$ cat src/rtl/apb_cmd_pkg.sv
// Shared types for the fill-command executor: FSM state and status encodings.
package apb_cmd_pkg;

  typedef enum logic [1:0] {
    IDLE  = 2'd0,
    WRITE = 2'd1,
    DONE  = 2'd2,
    ERROR = 2'd3
  } cmdStateT;

  localparam logic [1:0] ST_IDLE = 2'b00;
  localparam logic [1:0] ST_BUSY = 2'b01;
  localparam logic [1:0] ST_DONE = 2'b10;
  localparam logic [1:0] ST_ERR  = 2'b11;

endpackage

$ cat src/rtl/apb_cmd_watchdog.sv
// Stall watchdog: counts cycles with en high, flags expire on the last allowed cycle.
module apb_cmd_watchdog #(
  parameter int TIMEOUT = 1024
) (
  input  logic clk,
  input  logic rst,
  input  logic clr,
  input  logic en,
  output logic expire
);

  localparam int TW = (TIMEOUT > 2) ? $clog2(TIMEOUT) : 1;

  logic [TW-1:0] timer;

  always_ff @(posedge clk or posedge rst) begin
    if (rst) begin
      timer <= '0;
    end else if (clr) begin
      timer <= '0;
    end else if (en) begin
      timer <= timer + TW'(1);
    end
  end

  // Combinational so the FSM can leave WRITE on the same edge the limit is hit.
  assign expire = en && (timer == TW'(TIMEOUT - 1));

endmodule

$ cat src/rtl/apb_cmd_executor.sv
// Fill-command executor: writes ilen words starting at iaddr/idata over a valid/ready port.
module apb_cmd_executor
  import apb_cmd_pkg::*;
#(
  parameter int ADDR_W    = 32,
  parameter int DATA_W    = 32,
  parameter int LEN_W     = 8,
  parameter int ADDR_STEP = 4,
  parameter int INC_DATA  = 1,
  parameter int TIMEOUT   = 1024
) (
  input  logic              io_systemClk,
  input  logic              io_systemReset,
  input  logic              start,
  input  logic [ADDR_W-1:0] iaddr,
  input  logic [DATA_W-1:0] idata,
  input  logic [LEN_W-1:0]  ilen,
  output logic [1:0]        status,
  output logic              mem_valid,
  input  logic              mem_ready,
  output logic [ADDR_W-1:0] mem_addr,
  output logic [DATA_W-1:0] mem_wdata,
  output logic              done_irq
);

  cmdStateT         state;
  logic             startQ;
  logic             startRise;
  logic             accept;
  logic             xfer;
  logic             lastWord;
  logic             expire;
  logic [LEN_W-1:0] lenReg;
  logic [LEN_W-1:0] cnt;

  assign startRise = start & ~startQ;
  // A rising start while a command runs is dropped, not queued.
  assign accept    = startRise && (state != WRITE);
  assign xfer      = (state == WRITE) && mem_valid && mem_ready;
  assign lastWord  = (cnt == lenReg - LEN_W'(1));

  apb_cmd_watchdog #(
    .TIMEOUT(TIMEOUT)
  ) uWatchdog (
    .clk   (io_systemClk),
    .rst   (io_systemReset),
    .clr   (accept | xfer),
    .en    (mem_valid & ~mem_ready),
    .expire(expire)
  );

  always_ff @(posedge io_systemClk or posedge io_systemReset) begin
    if (io_systemReset) begin
      state     <= IDLE;
      startQ    <= 1'b0;
      lenReg    <= '0;
      cnt       <= '0;
      status    <= ST_IDLE;
      mem_valid <= 1'b0;
      mem_addr  <= '0;
      mem_wdata <= '0;
      done_irq  <= 1'b0;
    end else begin
      startQ   <= start;
      done_irq <= 1'b0;
      case (state)
        WRITE: begin
          // A ready on the expiry cycle takes priority: the word counts, no error.
          if (xfer) begin
            cnt       <= cnt + LEN_W'(1);
            mem_addr  <= mem_addr + ADDR_W'(ADDR_STEP);
            mem_wdata <= mem_wdata + DATA_W'(INC_DATA);
            if (lastWord) begin
              state     <= DONE;
              mem_valid <= 1'b0;
              status    <= ST_DONE;
              done_irq  <= 1'b1;
            end
          end else if (expire) begin
            state     <= ERROR;
            mem_valid <= 1'b0;
            status    <= ST_ERR;
            done_irq  <= 1'b1;
          end
        end
        default: begin
          // IDLE, DONE and ERROR all accept a new command directly.
          if (startRise) begin
            lenReg    <= ilen;
            mem_addr  <= iaddr;
            mem_wdata <= idata;
            cnt       <= '0;
            if (ilen != '0) begin
              state     <= WRITE;
              mem_valid <= 1'b1;
              status    <= ST_BUSY;
            end else begin
              state     <= DONE;
              status    <= ST_DONE;
              done_irq  <= 1'b1;
            end
          end
        end
      endcase
    end
  end

endmodule

$ cat config.mk
export PLATFORM = sky130hd
export DESIGN_NAME = apb_cmd_executor
export DESIGN_NICKNAME = d
export VERILOG_FILES = /design/src/rtl/apb_cmd_pkg.sv /design/src/rtl/apb_cmd_watchdog.sv /design/src/rtl/apb_cmd_executor.sv
export SDC_FILE = /design/constraint.sdc
export NUM_CORES = 1
export LEC_CHECK = 0
export CORE_MARGIN = 8
export CORE_UTILIZATION = 50
export CTS_CLUSTER_SIZE = 12
export DETAILED_ROUTE_END_ITERATION = 6
export PLACE_DENSITY = 0.82
export SYNTH_ARGS = -nofsm -noshare
export SYNTH_HDL_FRONTEND = slang
export SYNTH_SLANG_ARGS = --single-unit
$ cat constraint.sdc
create_clock -name io_systemClk -period 3.75 [get_ports io_systemClk]
set_input_delay 0.375 -clock io_systemClk [delete_from_list [all_inputs] [get_ports io_systemClk]]
set_output_delay 0.375 -clock io_systemClk [all_outputs]
set_load 0.05 [all_outputs]
==> metrics.txt, run 1 <==
post-synthesis simple-gate area fraction=26.0%; H-tree depth=3; Total GRT Usage=23.4%; I/O Pins=144; aggregate negative setup slack=0 ns; Top Metal Used=met4; status=completed; top cells by area, synth=dfrtp_1 (43%), a21oi_1 (5.9%), nand2_1 (5.8%); die boundary height=122 um; reg2reg end=mem_wdata[31]$_DFFE_PP0P_; yosys warns=0; largest family of logic cells by synthesized area=simple AND/OR/NAND/NOR gates; Hold Path Class=primary input to async pin; initial antenna violation count=0; # diodes=0; area share of the leading cell type in the synthesized netlist=42.5%; worst reg-to-reg setup slack=1.19 ns; DR WL/cell=18.5 um; Setup Buffers After CTS=0; routability-driven placement congestion ratio=0.845; CP endpoint=mem_wdata[31]$_DFFE_PP0P_; DRC viols=0; Hold Buf Count CTS=0; layout cells sized above 1=5.03%; Setup Skew=0.0104 ns; Adder-Cell Fraction of Synth Area=1.12%; Worst Tran Pin Value=0.843 ns; grt ovf=0; final worst-path cycle share=68.2%; multiplexer share of the synthesized area=0.739%; clock slew at reported path FFs=0.09 ns; Yosys cell types=56; Clock Latency Late Sink=0.38 ns; CTS buffer count=9; clock buffer depth=2; largest net degree at the start of global routing=62; Cell Pwr Density=917 mW/mm^2; Yosys reg bits=95; CP endpoint kind=flop; Detail Route Antenna Nets=0; crit start category=flop; routed wl met3=1.39 mm; Die ar.=0.0148 sq mm; Final HPWL DP=12.6 mm; Synth async-reset ratio=100%; P_leak=2.90 nW; CP Launch Point=state[1]$_DFFE_PP0P_; post-synthesis xor/xnor area fraction=3.45%; final net count=872; vias in the first global route=5659; vias per cell=6.24; number of flops mapped to enable cells by yosys=0; synthesized area=0.00559 sq mm; reg2reg path depth=6; final hold viol count=0; Post-CTS Resized=0; core box area=0.0109 sq mm; WS Path Type=flop to flop; num rows=38; Arrival @ worst endpoint=2.83 ns; post-layout min period=2.56 ns; sequential element share of the synthesized area=42.5%; CTS tree=done; drt initial violations=477; Synth area leader=dfrtp_1; Mapped Nets=750; RSZ-0062 raised after global routing=false; Top FF cell, synth=dfrtp_1; DR pass1 iterations=5; Synth Area in Compound Gates=22.6%; Port-buffer cells=143; Slew HR=42.6%; # placed instances=920; final wirelength=17.3 mm; Met1 Routed Length=7.53 mm; CTS Sinks=95; r2r startpoint=state[1]$_DFFE_PP0P_; peak supply drop=0.000614 V; synthesis-to-finish area growth=31.6%; first-pass GRT wire length=28.4 mm; die extent in x=122 um; final core occ=67.6%; Final Non-Filler Cells=936; fmax=391 MHz; crit-path max FO=56; max_cap viols=0; Post-Synthesis Cells=669; CTS root buf=clkbuf_8; Avg Synthesized Cell Area=8.36 sq um; Starting Density=51.3%; total number of vias=5844; CP Data Required Time=4.02 ns; fin. max-slew vios=0; routed wl met2=8.12 mm; setup violators final=0
cells by family after synthesis:
kind of cell | Yosys count
AND/OR/NAND/NOR | 292
AO/OA/AOI/OAI | 197
flip-flops | 95
buffers and inverters | 54
XOR/XNOR | 22
adder cells (fa/ha/maj) | 5
multiplexers | 4
layer usage:
layer	vias up	GRT usage, %
li1	2720	-
met1	2851	31.4
met2	249	36.8
met3	24	6.11
met4	0	6.40
met5	-	0
through the flow:
stage / total power [W] / instance area, sq um / worst slack, ns / hold WS [ns]
after floorplan: 0.00471 / 5590 / 0.898 / 0.406
after global placement: 0.00597 / 7180 / 1.02 / 0.465
after detailed placement: 0.00610 / 7180 / 0.967 / 0.470
after CTS: 0.00676 / 7360 / 1.19 / 0.429
after global routing: 0.00716 / 7360 / 1.02 / 0.447
final: 0.00675 / 7360 / 1.19 / 0.407
cells in the mapped netlist, types with 3 or more instances:
| master | number |
|---|---|
| dfrtp_1 | 95 |
| nand2_1 | 86 |
| a21oi_1 | 66 |
| nor2_1 | 59 |
| nand3_1 | 43 |
| o21ai_0 | 39 |
| clkbuf_1 | 37 |
| nand4_1 | 20 |
| and3_1 | 17 |
| a31oi_1 | 13 |
| o22ai_1 | 13 |
| xor2_1 | 13 |
| inv_1 | 12 |
| o22a_1 | 12 |
| nor3_1 | 11 |
| nor4_1 | 10 |
| xnor2_1 | 9 |
| and2_1 | 8 |
| and4_1 | 6 |
| or3_1 | 6 |
| a211oi_1 | 5 |
| a311oi_1 | 5 |
| buf_1 | 5 |
| ha_1 | 5 |
| nand2b_1 | 5 |
| or4_1 | 5 |
| a2bb2oi_1 | 4 |
| o21a_1 | 4 |
| o2bb2a_1 | 4 |
| o31ai_1 | 4 |
| a22o_1 | 3 |
| a41oi_1 | 3 |
| mux2i_1 | 3 |
| nor2b_1 | 3 |
| o211ai_1 | 3 |
| o41ai_1 | 3 |
flip-flops by register name (all words and copies together) (netlist names):
register,cells
startQ,1
mem_valid,1
mem_wdata,32
done_irq,1
cnt,8
uWatchdog.timer,10
lenReg,8
state,2
mem_addr,32
cell usage in the layout (no fill, tap or decap), drive strengths merged, types with 3 or more instances in the layout:
master         Yosys  routed
and2               8       8
clkinv             0       5
a21oi             66      66
o22ai             13      13
a22o               3       3
a41oi              3       3
xor2              13      13
inv               12      11
buf                5      10
nand3             43      43
nor4              11      11
and4               6       6
a211oi             5       5
o2bb2a             4       4
o211ai             3       3
a311oi             5       5
nor3              12      12
clkdlybuf4s50      0     143
o22a              12      12
nor2b              3       3
a2bb2oi            4       4
o41ai              3       3
nand2             86      86
o21a               4       4
nand2b             5       5
dfrtp             95      95
a31oi             13      13
o31ai              4       4
or4                7       7
or3                6       6
o21ai             39      39
and3              17      17
mux2i              3       3
clkbuf            37      10
ha                 5       5
nor2              59      59
xnor2              9       9
nand4             20      20
final cells by class:
class,instances,area [sq um]
fill,922,3530
clock buffer,10,138
tap,140,175
sequential,95,2380
inverter,12,46.3
timing repair buffer,153,1540
multi-input combinational,520,3030
clock inverter,6,46.3
report_power, final:
group	internal (W)	total (W)	switching, W	leakage [nW]
logic	0.00142	0.00407	0.00265	1.69
clock network	0.000261	0.000643	0.000382	0.0885
registers	0.00145	0.00204	0.000590	1.13
total	0.00313	0.00675	0.00362	2.90
worst min-delay path by stage:
stage,slack [ns],depth (start not counted),end,startpoint
2_1_floorplan,0.41,0,startQ$_DFF_PP0_,start
3_3_place_gp,0.46,2,mem_addr[1]$_DFFE_PP0P_,mem_addr[1]$_DFFE_PP0P_
3_5_place_dp,0.47,2,mem_addr[1]$_DFFE_PP0P_,mem_addr[1]$_DFFE_PP0P_
4_1_cts,0.43,2,mem_wdata[4]$_DFFE_PP0P_,io_systemReset
5_1_grt,0.45,1,startQ$_DFF_PP0_,start
6_report,0.41,2,mem_wdata[1]$_DFFE_PP0P_,io_systemReset
worst max-delay path, cell delays in order, from the launching register on:
cell	delay, ns
dfrtp_1	0.46
nand2b_2	0.20
buf_4	0.49
mux2_2	0.50
nand2_1	0.14
or4_1	0.53
o211a_1	0.12
No activity file was read; power rests on OpenSTA's default activity.
==> run 2: changes to the inputs <==
- clock period: 3.75 -> 2.4 ns (I/O delays scaled with it)
==> run 2 against run 1 <==
  * Hold slack worse by 0.17 ns
  * Non-clock buffer count increased by 17
  * Via count up 2.1%
  * Global-route usage up 1.6 points
  * Register-to-register slack got worse by 1.1 ns
  * Critical path depth is 1 lower
  * First-iteration DRC count is 23% higher
  * Power rose by 60%
  * Core utilization is 1.8 points higher
==> metrics.txt, run 2 (same netlist as run 1, synthesis figures left out) <==
Largest regs=mem_addr x32, mem_wdata x32, uWatchdog.timer x10; Port-buffer cells=143; status=completed; Net Sw Frac=53.1%; Starting Density=51.3%; CP Data Required Time=2.66 ns; core box area=0.0109 sq mm; worst reg-to-reg setup slack=0.05 ns; Worst Tran Pin Value=0.572 ns; final wirelength=18.4 mm; Detail Route Antenna Nets=0; die extent in x=122 um; most frequent cells in the layout=clkdlybuf4s50_1 (143), dfrtp_1 (95), nand2_1 (86), a21oi_1 (66), nor2_1 (59); logic gate share of total power=61.3%; H-tree depth=3; Arrival @ worst endpoint=2.61 ns; synthesis-to-finish area growth=35.2%; Slew HR=61.7%; fmax=426 MHz; DR WL/cell=19.3 um; vias in the first global route=5879; Hold Buf Count CTS=0; Final HPWL DP=13.5 mm; dpl ws=0.0926 ns; WS Path Type=flop to flop; Worst Hold Margin=0.239 ns; final net count=889; Setup Buffers After CTS=0; vias per cell=6.27; grt ovf=0; CTS Sinks=95; largest net degree at the start of global routing=54; # diodes=0; DR pass1 iterations=5; CP endpoint kind=flop; total number of vias=5965; routability-driven placement congestion ratio=0.879; Setup Skew=0.0132 ns; final worst-path cycle share=97.9%; RSZ-0062 raised after global routing=false; P_leak=3.01 nW; Total GRT Usage=25.0%; final hold viol count=0; setup violators final=0; clock network power share=9.5%; crit start category=flop; Die ar.=0.0148 sq mm; fillcell total=847; num rows=38; clock buffer depth=2; post-layout min period=2.35 ns; max_cap viols=0; worst setup margin=0.0502 ns; layout cells sized above 1=7.39%; Int Power=0.00506 W; aggregate negative setup slack=0 ns; CTS buffer count=9; sequential power share=29.2%; Hold Path Class=primary input to async pin; DRC viols=0; crit-path max FO=7; peak supply drop=0.000818 V; first-pass GRT wire length=30.0 mm; CTS tree=done; I/O Pins=144; Cell Pwr Density=1430 mW/mm^2; initial antenna violation count=0; Post-CTS Resized=0; CTS root buf=clkbuf_8; Net Switching=0.00573 W; Clock Latency Late Sink=0.38 ns; most common cell after layout, fill and taps aside=clkdlybuf4s50_1; drt initial violations=587; clock slew at reported path FFs=0.09 ns; die boundary height=122 um; fin. max-slew vios=0
[run 2: metrics by stage]
| stage | instance area [sq um] | instances | utilization [%] | power (W) |
|---|---|---|---|---|
| 3_5_place_dp | 7360 | 937 | 67.6 | 0.00971 |
| 6_report | 7560 | 952 | 69.4 | 0.0108 |
| 2_1_floorplan | 5600 | 669 | - | 0.00736 |
| 5_1_grt | 7560 | 952 | 69.4 | 0.0114 |
| 4_1_cts | 7540 | 952 | 69.3 | 0.0108 |
| 3_3_place_gp | 7360 | 937 | 67.6 | 0.00953 |
[run 2: worst paths after layout]
kind	from	endpoint	cells after the start
worst max-delay path	lenReg[2]$_DFFE_PP0P_	state[0]$_DFFE_PP0P_	5
worst min-delay path	io_systemReset	mem_wdata[31]$_DFFE_PP0P_	2
worst max register to register	lenReg[2]$_DFFE_PP0P_	state[0]$_DFFE_PP0P_	5
worst min register to register	mem_addr[0]$_DFFE_PP0P_	mem_addr[0]$_DFFE_PP0P_	2
max in group asynchronous	io_systemReset	mem_wdata[2]$_DFFE_PP0P_	3
min in group io_systemClk	start	startQ$_DFF_PP0_	1
[run 2: final cells by class]
cell class	instances	area (sq um)	area share (%)
Clock buffer	12	165	2.19
Clock inverter	3	17.5	0.232
Inverter	12	48.8	0.646
Multi-Input combinational cell	520	3050	40.4
Sequential cell	95	2380	31.5
Tap cell	140	175	2.32
Timing Repair Buffer	170	1720	22.8
[run 2: routing by layer]
metal / routed length, um / global-route usage [%] / vias to the layer above
li1: - / - / 2750
met1: 7870 / 32.8 / 2901
met2: 8760 / 39.2 / 298
met3: 1610 / 6.99 / 16
met4: 164 / 8.02 / 0
met5: 0 / 0 / -
[run 2: worst max-delay path, stage by stage, from the launching register on]
cell and delay (ns):
dfrtp_1 0.46, or4_4 0.55, nor4_1 0.30, nor4_1 0.12, or4_4 0.44, a221o_1 0.37
[run 2: power groups by stage]
stage	Clock, W	Sequential, W	Combinational, W
CTS	0.00104	0.00312	0.00660
global route	0.00110	0.00326	0.00708
detailed placement	0	0.00314	0.00657
global placement	0	0.00309	0.00643
floorplan	0	0.00484	0.00252
finish	0.00103	0.00315	0.00661
